`src/rtl/matrix_scan_ctrl_if.sv`:
```
// ============================================================================
// Module      : matrix_scan_ctrl_if
// Description : Signal bundle between the matrix scan controller (master) and
//               the downstream pixel data driver / panel pins (slave).
//               en (and brightness when MATRIX_BRIGHT_EN is defined) flow into
//               the controller; coordinates and panel control pins flow out.
// Revision    : 1.0 - initial release
// ============================================================================
`default_nettype none

interface matrix_scan_ctrl_if;
    logic       en;          // scan enable
    logic [6:0] col;         // column coordinate to the data driver
    logic [3:0] row;         // row currently being shifted
    logic       mclk;        // panel shift clock
    logic       lat;         // panel latch pulse
    logic       oe_n;        // panel output enable, active-low
    logic [3:0] addr;        // panel row address (row being displayed)
    logic       frame_done;  // one-cycle end-of-frame pulse
    logic       busy;        // high outside IDLE
`ifdef MATRIX_BRIGHT_EN
    logic [2:0] brightness;  // on-time fraction, sampled in LATCH

    modport master (input en, input brightness,
                    output col, output row, output mclk, output lat,
                    output oe_n, output addr, output frame_done, output busy);
    modport slave  (output en, output brightness,
                    input col, input row, input mclk, input lat,
                    input oe_n, input addr, input frame_done, input busy);
`else
    modport master (input en,
                    output col, output row, output mclk, output lat,
                    output oe_n, output addr, output frame_done, output busy);
    modport slave  (output en,
                    input col, input row, input mclk, input lat,
                    input oe_n, input addr, input frame_done, input busy);
`endif
endinterface

`default_nettype wire

```
`src/rtl/matrix_scan_ctrl.sv`:
```
// ============================================================================
// Module      : matrix_scan_ctrl
// Description : Scan/timing generator for a 1/16-scan LED matrix panel.
//               Per row: SHIFT (COLS shift-clock periods) -> LATCH (1 cycle)
//               -> DISPLAY (ON_CYCLES cycles); rows loop 0..ROWS-1.
//               All outputs are registered.
// Ports       : clk  - system clock, rising edge
//               rst  - synchronous active-low reset
//               bus  - matrix_scan_ctrl_if.master (en, col, row, mclk, lat,
//                      oe_n, addr, frame_done, busy [, brightness])
// Options     : MATRIX_BRIGHT_EN - adds brightness[2:0]; oe_n is low only for
//               the first ((brightness+1)*ON_CYCLES)>>3 DISPLAY cycles.
// Revision    : 1.0 - initial release
// ============================================================================
`default_nettype none

module matrix_scan_ctrl #(
    parameter int COLS      = 60,
    parameter int ROWS      = 16,
    parameter int HALF      = 1,
    parameter int ON_CYCLES = 256
) (
    input  wire                 clk,
    input  wire                 rst,
    matrix_scan_ctrl_if.master  bus
);

    // Phase counter spans one full shift-clock period (low + high phase).
    localparam int PW = $clog2(2 * HALF);
    // Display counter: never narrower than 9 bits.
    localparam int DW = ($clog2(ON_CYCLES) > 9) ? $clog2(ON_CYCLES) : 9;
    localparam int LW = DW + 1;

    typedef enum logic [1:0] {
        S_IDLE    = 2'd0,
        S_SHIFT   = 2'd1,
        S_LATCH   = 2'd2,
        S_DISPLAY = 2'd3
    } state_t;

    state_t          state_q, state_d;
    logic [PW-1:0]   cnt_q, cnt_d;
    logic [DW-1:0]   disp_q, disp_d;
    logic [6:0]      col_q, col_d;
    logic [3:0]      row_q, row_d;
    logic [3:0]      addr_q, addr_d;
    logic            mclk_q, mclk_d;
    logic            lat_q, lat_d;
    logic            oe_n_q, oe_n_d;
    logic            fd_q, fd_d;
    logic            busy_q, busy_d;

`ifdef MATRIX_BRIGHT_EN
    logic [LW-1:0]   lim_q, lim_d;
    logic [LW-1:0]   w_lim;
    assign w_lim = LW'(((int'(bus.brightness) + 1) * ON_CYCLES) >> 3);
`endif

    always_ff @(posedge clk) begin
        if (!rst) begin
            state_q <= S_IDLE;
            cnt_q   <= '0;
            disp_q  <= '0;
            col_q   <= '0;
            row_q   <= '0;
            addr_q  <= '0;
            mclk_q  <= 1'b0;
            lat_q   <= 1'b0;
            oe_n_q  <= 1'b1;
            fd_q    <= 1'b0;
            busy_q  <= 1'b0;
`ifdef MATRIX_BRIGHT_EN
            lim_q   <= '0;
`endif
        end else begin
            state_q <= state_d;
            cnt_q   <= cnt_d;
            disp_q  <= disp_d;
            col_q   <= col_d;
            row_q   <= row_d;
            addr_q  <= addr_d;
            mclk_q  <= mclk_d;
            lat_q   <= lat_d;
            oe_n_q  <= oe_n_d;
            fd_q    <= fd_d;
            busy_q  <= busy_d;
`ifdef MATRIX_BRIGHT_EN
            lim_q   <= lim_d;
`endif
        end
    end

    always_comb begin
        state_d = state_q;
        cnt_d   = cnt_q;
        disp_d  = disp_q;
        col_d   = col_q;
        row_d   = row_q;
        addr_d  = addr_q;
        mclk_d  = mclk_q;
        lat_d   = 1'b0;
        oe_n_d  = oe_n_q;
        fd_d    = 1'b0;
        busy_d  = busy_q;
`ifdef MATRIX_BRIGHT_EN
        lim_d   = lim_q;
`endif

        case (state_q)
            S_IDLE: begin
                mclk_d = 1'b0;
                col_d  = '0;
                cnt_d  = '0;
                oe_n_d = 1'b1;
                busy_d = 1'b0;
                if (bus.en) begin
                    state_d = S_SHIFT;
                    busy_d  = 1'b1;
                end
            end

            S_SHIFT: begin
                oe_n_d = 1'b1;
                if (cnt_q == PW'(2 * HALF - 1)) begin
                    // End of high phase: drop mclk and advance the column
                    // together so col is stable across the whole period.
                    cnt_d  = '0;
                    mclk_d = 1'b0;
                    if (col_q == 7'(COLS - 1)) begin
                        col_d   = '0;
                        state_d = S_LATCH;
                        lat_d   = 1'b1;
                    end else begin
                        col_d = col_q + 7'd1;
                    end
                end else begin
                    cnt_d = cnt_q + PW'(1);
                    if (cnt_q == PW'(HALF - 1)) begin
                        mclk_d = 1'b1;
                    end
                end
            end

            S_LATCH: begin
                // addr only moves here, while the panel is blanked.
                addr_d  = row_q;
                disp_d  = '0;
                state_d = S_DISPLAY;
`ifdef MATRIX_BRIGHT_EN
                lim_d   = w_lim;
                oe_n_d  = (w_lim == '0);
`else
                oe_n_d  = 1'b0;
`endif
            end

            S_DISPLAY: begin
                if (disp_q == DW'(ON_CYCLES - 1)) begin
                    disp_d = '0;
                    oe_n_d = 1'b1;
                    if (row_q == 4'(ROWS - 1)) begin
                        row_d = '0;
                        fd_d  = 1'b1;
                    end else begin
                        row_d = row_q + 4'd1;
                    end
                    if (bus.en) begin
                        state_d = S_SHIFT;
                    end else begin
                        state_d = S_IDLE;
                        busy_d  = 1'b0;
                    end
                end else begin
                    disp_d = disp_q + DW'(1);
`ifdef MATRIX_BRIGHT_EN
                    // Next cycle index is disp_q+1; lit while below the limit.
                    oe_n_d = !((LW'(disp_q) + LW'(1)) < lim_q);
`else
                    oe_n_d = 1'b0;
`endif
                end
            end

            default: begin
                state_d = S_IDLE;
            end
        endcase
    end

    assign bus.col        = col_q;
    assign bus.row        = row_q;
    assign bus.mclk       = mclk_q;
    assign bus.lat        = lat_q;
    assign bus.oe_n       = oe_n_q;
    assign bus.addr       = addr_q;
    assign bus.frame_done = fd_q;
    assign bus.busy       = busy_q;

endmodule

`default_nettype wire

```
`src/flat_wrapper.sv`:
```
// flat-port wrapper written by rule: the top's interface ports become plain ports
module matrix_scan_ctrl_flat 
#(
    parameter int COLS      = 60,
    parameter int ROWS      = 16,
    parameter int HALF      = 1,
    parameter int ON_CYCLES = 256
)
  (clk, rst, bus_en, bus_col, bus_row, bus_mclk, bus_lat, bus_oe_n, bus_addr, bus_frame_done, bus_busy);
  matrix_scan_ctrl_if bus_i ();
  input  wire clk;
  input  wire rst;
  input wire logic [$bits(bus_i.en)-1:0] bus_en;
  output wire logic [$bits(bus_i.col)-1:0] bus_col;
  output wire logic [$bits(bus_i.row)-1:0] bus_row;
  output wire logic [$bits(bus_i.mclk)-1:0] bus_mclk;
  output wire logic [$bits(bus_i.lat)-1:0] bus_lat;
  output wire logic [$bits(bus_i.oe_n)-1:0] bus_oe_n;
  output wire logic [$bits(bus_i.addr)-1:0] bus_addr;
  output wire logic [$bits(bus_i.frame_done)-1:0] bus_frame_done;
  output wire logic [$bits(bus_i.busy)-1:0] bus_busy;
  assign bus_i.en = bus_en;
  assign bus_col = bus_i.col;
  assign bus_row = bus_i.row;
  assign bus_mclk = bus_i.mclk;
  assign bus_lat = bus_i.lat;
  assign bus_oe_n = bus_i.oe_n;
  assign bus_addr = bus_i.addr;
  assign bus_frame_done = bus_i.frame_done;
  assign bus_busy = bus_i.busy;
  matrix_scan_ctrl #(.COLS(COLS), .ROWS(ROWS), .HALF(HALF), .ON_CYCLES(ON_CYCLES)) u_core (.clk(clk), .rst(rst), .bus(bus_i));
endmodule
```
`config.mk`:
```
export PLATFORM = sky130hd
export DESIGN_NAME = matrix_scan_ctrl_flat
export DESIGN_NICKNAME = d
export VERILOG_FILES = /design/src/rtl/matrix_scan_ctrl_if.sv /design/src/rtl/matrix_scan_ctrl.sv /design/src/flat_wrapper.sv
export SDC_FILE = /design/constraint.sdc
export NUM_CORES = 1
export LEC_CHECK = 0
export ABC_AREA = 1
export CAP_MARGIN = 10
export CORE_AREA = 2 2 70 72
export CTS_CLUSTER_SIZE = 40
export DETAILED_ROUTE_END_ITERATION = 8
export DIE_AREA = 0 0 72 74
export HOLD_SLACK_MARGIN = 0.05
export SLEW_MARGIN = 20
export SYNTH_ARGS = -nofsm -noshare
export SYNTH_HDL_FRONTEND = slang
export SYNTH_SLANG_ARGS = --single-unit
```
`constraint.sdc`:
```
create_clock -name clk -period 1.8 [get_ports clk]
set_clock_uncertainty 0.05 [all_clocks]
set_input_delay 0.36 -clock clk [delete_from_list [all_inputs] [get_ports clk]]
set_output_delay 0.36 -clock clk [all_outputs]
set_load 0.005 [all_outputs]
```
# After elaboration in Yosys (flattened, before gate mapping)
# Index checks and enable logic that the tools add are counted.
[totals]
output_inout_bits = 20
word_cells = 61
in_bits = 3
regBits = 32
[classes]
eq_ne = 11
n_addsub = 4
n_reduce_logical = 11
n_mux = 24
[op_table]
columns = ["op", "count"]
rows = [
  ["9-bit one-hot mux with 2 select lines", 1],
  ["7-bit two-way mux", 2],
  ["7-bit one-hot mux with 2 select lines", 1],
  ["9-bit by 1-bit adder with 9-bit output, second input constant", 1],
  ["9-bit by 8-bit equality test with 1-bit output, second input constant", 1],
  ["1-bit two-way mux", 9],
  ["9-bit two-way mux", 1],
  ["3-bit AND reduction", 3],
  ["2-bit two-way mux", 4],
  ["2-bit one-hot mux with 4 select lines", 1],
  ["7-bit by 1-bit adder with 7-bit output, second input constant", 1],
  ["7-bit by 6-bit equality test with 1-bit output, second input constant", 1],
  ["2-bit by 1-bit != test with 1-bit output, second input constant", 3],
  ["1-bit one-hot mux with 2 select lines", 3],
  ["2-bit nonzero test", 3],
  ["4-bit by 1-bit adder with 4-bit output, second input constant", 1],
  ["2-bit equality test, second input constant", 2],
  ["4-bit equality test, second input constant", 1],
  ["4-bit two-way mux", 1],
  ["2-bit != test, second input constant", 2],
  ["2-bit AND reduction", 2],
  ["4-bit AND reduction", 1],
  ["1-bit one-hot mux with 3 select lines", 1],
  ["2-bit by 1-bit equality test with 1-bit output, second input constant", 1],
  ["3 further kinds", 3],
]

# Logic depth before layout (Yosys ltp)
[depth]
ltp_word = 4
depth_mapped = 10
ltp_nobuf = 10

# Worst setup path before layout
# OpenSTA, ideal clock, no wires.
[synth_path]
kind = "reg2reg"
from = "register u_core.state_q[1]"
to = "register u_core.col_q[5] (netlist: u_core.bus.col[5])"
period_less_slack_ns = 1.487
n_path_buf = 0
required_ns = 1.636
path_slack_ns = 0.313
arrival_ns = 1.324
setup_ns = 0.114
path_stages_with_launch = 9
path_cell_list = "dfxtp_1 inv_1 ha_1 o21ai_2 nand3b_4 nor2_4 nand2_1 nand2_1 nor2_1"
[synth_between]
elab_chain_len = 3
[synth_rtl]
columns = ["element", "line", "text"]
rows = [
  ["start: declaration", "matrix_scan_ctrl.sv:41", "state_t state_q, state_d;"],
  ["start signal: assignment", "matrix_scan_ctrl.sv:76", "state_q <= state_d;"],
  ["2-bit by 1-bit equality test with 1-bit output or 2-bit logical NOT (tied branches)", "matrix_scan_ctrl.sv:109", "case (state_q)"],
  ["2-bit by 1-bit != test with 1-bit output (no source line) or 2-bit nonzero test (tied branches)", "n/a", ""],
  ["2-bit AND reduction (no source line)", "n/a", ""],
  ["end signal: assignment", "matrix_scan_ctrl.sv:79", "col_q <= col_d;"],
  ["end: declaration", "matrix_scan_ctrl.sv:44", "logic [6:0] col_q, col_d;"],
]
# Parallel ways exist; a longest one is shown, timed or not.
# A chain may end at the register's enable or synchronous reset.

# Worst setup path after layout
[layout_path]
from = "register u_core.col_q[2] (netlist: u_core.bus.col[2])"
to = "output bus_col[2]"
[layout_rtl]
columns = ["element", "line", "text"]
rows = [
  ["end: declaration", "flat_wrapper.sv:14", "output wire logic [$bits(bus_i.col)-1:0] bus_col;"],
]
# No word-level cell between the ends.

==> impl_results.md <==
* Cell area after placement at around 1900 sq um
* Startpoint Class: flop
* Fraction of registers with async set/reset at 0
* Hold Fails Final Rpt at 0
* RSZ-0062 raised after global routing: false
* Die width at roughly 72 um
* TritonCTS Buffers at 5
* Avg Inst Size Synth at ~7.5 sq um
* Outcome: finished, final reports clean
* Max-slew violations at 0
* # rows at 25
* DRT iter0 DRCs at 80
* WL/cell at roughly 11 um
* Post-CTS Hold Fix Bufs at 0
* Post-CTS setup repair buffer count at 0
* Drt drc at 0
* Setup violations, final at 0
* CTS tree: done
* Pleak at roughly 0.80 nW
* Finished Layout Cells at about 290
* CP max FO at 6
* 1st-pass router iterations at 4
* Switch share at 0.3461
* Worst-path clk slew at 0.06 ns
* Clock Tree Buf Depth at 2
* Synthesized net count at roughly 220
* Post-DP HPWL at about 2400 um
* Worst Tran Pin Value at between 0.3 and 0.4 ns
* Synth Warn # at 0
* Int Pwr at around 0.0014 W
* Final worst-path cycle share at 0.9359
* Vias in the first global route at ~1200
* Final core area utilization at 0.4275
* Layout area overhead at 25.68%
* Nets at roughly 250
* H-tree Lvls at 2
* GPL Wtd Cong at ~0.77
* Slew HR at 0.7733
* Register area share after synthesis at 0.3968
* # resized after CTS at 0
* Total global routing overflow at 0
* Fillers at between 400 and 500
* First-pass GRT wire length at 5506 um
* Cells after Synth at approximately 210
* Share of layout cells above drive strength 1 at 0.1208
* Sequential Power Share at 0.378
* CP endpoint kind: output pin
* Worst path bufs/invs at 1
* Ant diodes at 0
* CP max stage delay at ~0.55 ns
* Max-cap violations at 0
* Worst hold path type: flop to flop
* Critical path class: flop to output pin
* Worst IR Drop VDD at roughly 0.63 mV
* TNS Setup at 0 ns
* Crit path required time at between 1 and 1.5 ns
* Routed vias/inst at around 4.6
* Port bufs at 22
* Core footprint at 4598 sq um
* Crit path arrival time at around 1.3 ns
* Cell Pwr Density at 1105 nW/um^2
* EDFF count, synth at 0
* Starting density of the core at 0.3401
* Post-Synthesis Cell Area at around 1600 sq um
* Most used flip-flop cell after synthesis: dfxtp_1
* Clock tree sinks at 31
* I/O pins at 23
* Clock Latency Late Sink at between 0.2 and 0.3 ns
* Largest net degree at the start of global routing at 10
* ANT nets after route at 0
* Synth Register Bits at 31
* Root Buffer: clkbuf_8
* Switching power at roughly 0.00075 W
* Cell area after layout at a little under 2000 sq um
* CP max-delay cell: clkdlybuf4s50_1
* DR vias at between 1000 and 1500
* Netlist cell types at 27
* Total track usage at 0.1338
* Tmin final at roughly 1.7 ns
* Die Y at between 70 and 80 um
* Crit-path cells: clkdlybuf4s50_1
* Die Area at roughly 5300 sq um
* Clk pwr share at 0.275
* Antenna violations before repair at 0
* Top Family by Delay on Critical Path: buffers and inverters
* Fmax at roughly 590 MHz
* Combinational Power Share at 0.346
* Placed cell count at roughly 290
* Drt total wl at ~3200 um
-- registers in the layout (all words and copies together), names as in the netlist, 2 cells and up --
name and count:
u_core.bus.addr 4, u_core.bus.col 7, u_core.bus.row 4, u_core.disp_q 9, u_core.state_q 2
-- synthesized netlist by cell type, types with 3 or more instances --
master    number  area [sq um]
nor2_1        25         93.84
nand3_1       17         85.08
nor2_4         4         45.04
a211oi_1       3         22.52
a21oi_1       18         90.09
nand2_1       37         138.9
inv_1         29         108.9
nand2_2        3         18.77
nand4_1        3         18.77
o21ai_0       12         60.06
dfxtp_1       31         620.6
ha_1           7         87.58
-- worst paths after layout --
kind	start	slack [ns]	endpoint	cells past startpoint
max	u_core.bus.col[2]	0.12	bus_col[2]	1
min	u_core.disp_q[6]	0.43	u_core.disp_q[6]	2
max reg2reg	u_core.state_q[1]	0.17	u_core.bus.col[5]	8
min reg2reg	u_core.disp_q[6]	0.43	u_core.disp_q[6]	2
-- kinds of logic after synthesis --
logic type | synth area share
compound gates | 0.1272
fa+ha+maj | 0.05600
simple gates | 0.3192
flops | 0.3968
buf+inv | 0.08959
xor+xnor | 0.01120
-- layout make-up --
cell class                 count  area [sq um]  share of cell area
sequential                    31         620.6              0.3157
clock buffer                   8         100.1             0.05092
inverter                      29         108.9             0.05538
multi-input combinational    144         803.3              0.4087
tap                           54         67.56             0.03437
timing repair buffer          28         265.3              0.1349
-- worst register-to-register path: cells and delay by family, from the launching register on --
kind	cells	cell delay (ns)
flops	1	0.37
fa+ha+maj	1	0.27
simple gates	5	0.40
buf+inv	1	0.09
compound gates	1	0.34
-- layout by cell type (no fill, tap or decap) --
cell type	n
a211oi_1	3
a21oi_1	18
a32o_1	1
buf_4	6
clkbuf_1	1
clkbuf_8	7
clkdlybuf4s50_1	22
dfxtp_1	31
ha_1	7
inv_1	29
nand2_1	37
nand2_2	3
nand3_1	17
nand3_2	1
nand3_4	1
nand3b_4	1
nand4_1	3
nor2_1	25
nor2_2	1
nor2_4	4
nor3_1	2
nor3_2	1
nor3b_2	1
o21ai_0	12
o21ai_2	1
o21bai_1	1
or2_2	2
xor2_1	2
-- power by group through the flow --
stage	Clock (W)	Sequential, W	Combinational, W
2_1_floorplan	0	0.000836	0.000515
3_3_place_gp	0	0.000836	0.000752
3_5_place_dp	0	0.000837	0.000755
4_1_cts	0.000619	0.000822	0.000759
5_1_grt	0.000652	0.000834	0.000857
6_report	0.000598	0.000822	0.000752
-- per-layer routing --
layer,up-vias,track usage,part of all wire,wire [um]
li1,731,-,-,-
met4,0,0.06289,0.021,66
met1,619,0.1700,0.48,1523
met2,11,0.2058,0.47,1474
met3,5,0.04607,0.029,91
met5,-,0,0,0
-- through the flow --
stage          power [W]  setup slack, ns  hold slack [ns]
6_report        0.002172           0.1153           0.4277
5_1_grt         0.002342          0.01986           0.4685
4_1_cts         0.002200          0.08254           0.4329
3_5_place_dp    0.001592           0.1901           0.4241
3_3_place_gp    0.001588           0.2174           0.4221
2_1_floorplan   0.001351           0.3127           0.4009
(Power assumes the default switching activity.)
